[config.mk]
export PLATFORM = sky130hd
export DESIGN_NAME = mux3_rr_arbiter
export DESIGN_NICKNAME = d
export VERILOG_FILES = /design/src/rtl/mux3_rr_arbiter.sv
export SDC_FILE = /design/constraint.sdc
export NUM_CORES = 1
export LEC_CHECK = 0
export CAP_MARGIN = 0
export CORE_UTILIZATION = 45
export DETAILED_ROUTE_END_ITERATION = 6
export PLACE_DENSITY_LB_ADDON = 0.1
export SYNTH_ARGS = -nofsm -noshare
export SYNTH_HDL_FRONTEND = slang
export SYNTH_SLANG_ARGS = --single-unit
[constraint.sdc]
create_clock -name clk_i -period 2.1 [get_ports clk_i]
set_input_delay 0.42 -clock clk_i [delete_from_list [all_inputs] [get_ports clk_i]]
set_output_delay 0.42 -clock clk_i [all_outputs]
set_load 0.01 [all_outputs]
[src/rtl/mux3_rr_arbiter.sv]
// Round-robin arbiter for three requesters sharing one 3-to-1 mux-selected resource.
// It issues a registered one-hot grant with a bounded hold and forces rotation under contention.
module mux3_rr_arbiter #(
  parameter int MAX_HOLD = 4,
  parameter int CNT_W    = 4
) (
  input  logic       clk_i,
  input  logic       rst_i,
  input  logic [2:0] req_i,
  output logic [2:0] grant_o,
  output logic [1:0] select_o,
  output logic       valid_o,
  output logic       preempt_o
);

  typedef enum logic {
    ST_IDLE  = 1'b0,
    ST_GRANT = 1'b1
  } state_t;

  state_t           state_q, state_d;
  logic [2:0]       grant_q, grant_d;
  logic [1:0]       ptr_q, ptr_d;
  logic [CNT_W-1:0] cnt_q, cnt_d;
  logic             preempt_q, preempt_d;

  logic [1:0]       holder;
  logic [2:0]       others;
  logic [1:0]       pick_idle;
  logic [1:0]       pick_next;
  logic             hold_expired;

  function automatic logic [1:0] inc3(input logic [1:0] x);
    inc3 = (x == 2'd2) ? 2'd0 : x + 2'd1;
  endfunction

  // First set bit of vec, scanning start, start+1, start+2 (mod 3).
  function automatic logic [1:0] scan3(input logic [1:0] start, input logic [2:0] vec);
    logic [1:0] i0, i1, i2;
    i0 = start;
    i1 = inc3(i0);
    i2 = inc3(i1);
    if (vec[i0])      scan3 = i0;
    else if (vec[i1]) scan3 = i1;
    else              scan3 = i2;
  endfunction

  function automatic logic [1:0] enc3(input logic [2:0] oh);
    case (oh)
      3'b010:  enc3 = 2'b01;
      3'b100:  enc3 = 2'b10;
      default: enc3 = 2'b00;
    endcase
  endfunction

  function automatic logic [2:0] dec3(input logic [1:0] idx);
    dec3 = 3'b001 << idx;
  endfunction

  assign holder       = enc3(grant_q);
  assign others       = req_i & ~grant_q;
  assign pick_idle    = scan3(ptr_q, req_i);
  assign pick_next    = scan3(inc3(holder), others);
  assign hold_expired = (cnt_q == CNT_W'(MAX_HOLD));

  always_ff @(posedge clk_i or negedge rst_i) begin
    if (!rst_i) begin
      state_q   <= ST_IDLE;
      grant_q   <= 3'b000;
      ptr_q     <= 2'd0;
      cnt_q     <= '0;
      preempt_q <= 1'b0;
    end else begin
      state_q   <= state_d;
      grant_q   <= grant_d;
      ptr_q     <= ptr_d;
      cnt_q     <= cnt_d;
      preempt_q <= preempt_d;
    end
  end

  always_comb begin
    state_d   = state_q;
    grant_d   = grant_q;
    ptr_d     = ptr_q;
    cnt_d     = cnt_q;
    preempt_d = 1'b0;
    case (state_q)
      ST_IDLE: begin
        cnt_d = '0;
        if (req_i != 3'b000) begin
          state_d = ST_GRANT;
          grant_d = dec3(pick_idle);
          ptr_d   = inc3(pick_idle);
          cnt_d   = CNT_W'(1);
        end
      end
      ST_GRANT: begin
        if (!req_i[holder]) begin
          if (others != 3'b000) begin
            grant_d = dec3(pick_next);
            ptr_d   = inc3(pick_next);
            cnt_d   = CNT_W'(1);
          end else begin
            state_d = ST_IDLE;
            grant_d = 3'b000;
            cnt_d   = '0;
          end
        end else if (hold_expired && (others != 3'b000)) begin
          // Forced rotation: the holder still wants the resource but someone is waiting.
          grant_d   = dec3(pick_next);
          ptr_d     = inc3(pick_next);
          cnt_d     = CNT_W'(1);
          preempt_d = 1'b1;
        end else if (!hold_expired) begin
          cnt_d = cnt_q + CNT_W'(1);
        end
      end
      default: begin
        state_d = ST_IDLE;
        grant_d = 3'b000;
        cnt_d   = '0;
      end
    endcase
  end

  assign grant_o   = grant_q;
  assign select_o  = enc3(grant_q);
  assign valid_o   = |grant_q;
  assign preempt_o = preempt_q;

endmodule

==> flow_summary.json <==
{
  "clockBufferDepth": 2,
  "cts_hold_buf": 0,
  "p_leak_nw": 0.462,
  "end_kind": "primary output",
  "dieArea_sq_um": 2000,
  "die_w_um": 44.8,
  "place_inst": 131,
  "synthTopCellsByArea": "dfrtp_1, nor2_1, mux2i_1",
  "syn2layout_area_growth_pct": 28.4,
  "routed_wl_mm": 1.83,
  "synth_edf_count": 0,
  "required_ns": 1.68,
  "tritoncts": "yes",
  "fp.dieH_um": 44.8,
  "fin_setup_tns_ns": 0,
  "syn_inst": 88,
  "drive_gt1_share_pct": 26.1,
  "clock_latency_ns": 0.27,
  "ys_seq_area_share_pct": 33.4,
  "maxSlewViolCount": 0,
  "finalClockSkew_ns": 0.00271,
  "drtIter0Drc": 15,
  "dr_total_vias": 734,
  "path_delay_family": "buffers and inverters",
  "outcome": "completed",
  "grt_start_max_net_pins": 13,
  "worst-path-buf-inv": 1,
  "cap_violations": 0,
  "min_period_ns": 2.00,
  "hold_viol_final": 0,
  "p_total_w": 0.00143,
  "maxSlewHeadroom_pct": 66.6,
  "wl_per_cell_um": 13.5,
  "async_flop_share_pct": 100,
  "core_area_sq_um": 1730,
  "ys_ff_latch": 11,
  "powerDensity_nw_per_um2": 1360,
  "place.gp.congestion": 0.782,
  "path_cells": "nor3b_1 -> clkdlybuf4s50_1",
  "drtAntennaViolNets": 0,
  "rsz0062_at_grt": "false",
  "instances_no_fill": 136,
  "gr-total-overflow": 0,
  "antenna_found_initial": 0,
  "io_pins": 12,
  "start_util_pct": 47.7,
  "synth.net_count": 95,
  "worstPathArrival_ns": 1.58,
  "setup_viol": 0,
  "min_period_over_period_pct": 95.1,
  "syn_area_sq_um": 823,
  "yosysWarningCount": 0,
  "grt_first_pass_wirelength_mm": 3.02,
  "syn_avg_cell_area_sq_um": 9.36,
  "final_cell_mix": "nor2_1, buf_4, clkdlybuf4s50_1",
  "startpoint_type": "flip-flop",
  "nets": 119,
  "first_pass_iters": 4,
  "grt_pass1_vias": 670,
  "ys.flop_type": "dfrtp_1",
  "numPortBuffers": 11,
  "diodes": 0,
  "cts_sinks": 11,
  "critical_path_class": "reg2out",
  "path_max_fanout": 5,
  "yosys.area.top_type_share_pct": 33.4,
  "remaining_drc_errors": 0,
  "nFillCells": 154,
  "viasPerCell": 5.40,
  "slowest_stage": "clkdlybuf4s50_1",
  "core.rowCount": 15,
  "fmax_ghz": 0.501,
  "dp_hpwl_mm": 1.39,
  "cpPeakStageDelay_ns": 0.59,
  "yosys.area.top_type": "dfrtp_1",
  "tightest_slew_ns": 0.499,
  "clkTransAtPathRegs_ns": 0.07,
  "yosysUniqueCellTypes": 40,
  "irDropWorstVdd_mv": 0.712,
  "cts-htree-levels": 1,
  "hp-class": "in2async",
  "numCtsBuffers": 3,
  "grt_usage_pct": 21.2,
  "ctsRootBufferMaster": "clkbuf_4"
}
==> metrics by stage <==
step	hold slack (ns)	util, %	setup WS (ns)	instance area, sq um
after floorplan	0.124	-	0.343	823
after global placement	0.521	59.0	-0.00606	1020
after detailed placement	0.536	59.0	0.0179	1020
after CTS	0.499	61.0	0.000251	1050
after global routing	0.494	61.2	0.00345	1060
final	0.479	61.2	0.102	1060
==> final cells by class <==
cell class                 instances  area (sq um)  area share (%)
tap                               25          31.3            2.96
clock buffer                       4          26.3            2.49
multi-input combinational         67           497            47.0
timing repair buffer              23           203            19.2
inverter                           6          22.5            2.13
sequential                        11           278            26.3
==> cell families (layout without fill, tap and decap cells) <==
kind of cell / after synthesis / after routing / synth area share [%]
simple gates: 32 / 32 / 21.0
mux: 4 / 4 / 5.47
fa+ha+maj: 2 / 2 / 3.04
flops: 11 / 11 / 33.4
xor+xnor: 1 / 1 / 1.06
buf+inv: 10 / 33 / 6.23
compound gates: 28 / 28 / 29.8
==> power breakdown <==
group,internal [W],switching [W],leakage (nW)
Clock,0.0000735,0.0000751,0.0150
Combinational,0.000469,0.000401,0.311
Sequential,0.000295,0.000121,0.136
Total,0.000837,0.000597,0.462
==> flip-flops by register name, summed over array words and instances (netlist names) <==
name / count
state_q: 1
grant_o: 3
cnt_q: 4
preempt_o: 1
ptr_q: 2
==> path summary, 6_finish.rpt <==
kind                       cells past startpoint  slack (ns)          end       start
setup reg to reg                               6        0.38   grant_o[2]  grant_o[0]
hold reg to reg                                2        0.56     cnt_q[3]    cnt_q[3]
hold / removal                                 1        0.48     cnt_q[2]       rst_i
max in group asynchronous                      1        1.25   grant_o[0]       rst_i
setup / recovery                               2        0.10  select_o[1]  grant_o[0]
min in group clk_i                             2        0.56     cnt_q[3]    cnt_q[3]
==> Yosys cell counts, types with 2 or more instances <==
cell type  instances
nor2_1            12
dfrtp_1           11
inv_1              6
a21oi_1            5
mux2i_1            3
nand2_1            3
nand2b_1           3
nand3_1            3
nor3_1             3
a211oi_1           2
a22oi_1            2
a31oi_1            2
buf_2              2
ha_1               2
nor2b_1            2
o21ai_0            2
o2bb2ai_1          2
==> layer usage <==
| layer | global-route usage, % | vias up | wire, um |
|---|---|---|---|
| met1 | 30.9 | 343 | 950 |
| li1 | - | 369 | - |
| met5 | 0 | - | 0 |
| met2 | 31.5 | 18 | 778 |
| met4 | 5.45 | 0 | 19 |
| met3 | 5.20 | 4 | 84 |
==> repair_timing <==
| item | 4_1_cts | 5_1_grt |
|---|---|---|
| endpoints found under the hold margin | 0 | 0 |
| endpoints found under the setup margin | 3 | 2 |
| buffers inserted | 1 | 0 |
| gates resized for setup | 1 | 2 |
No activity file was read; power rests on OpenSTA's default activity.
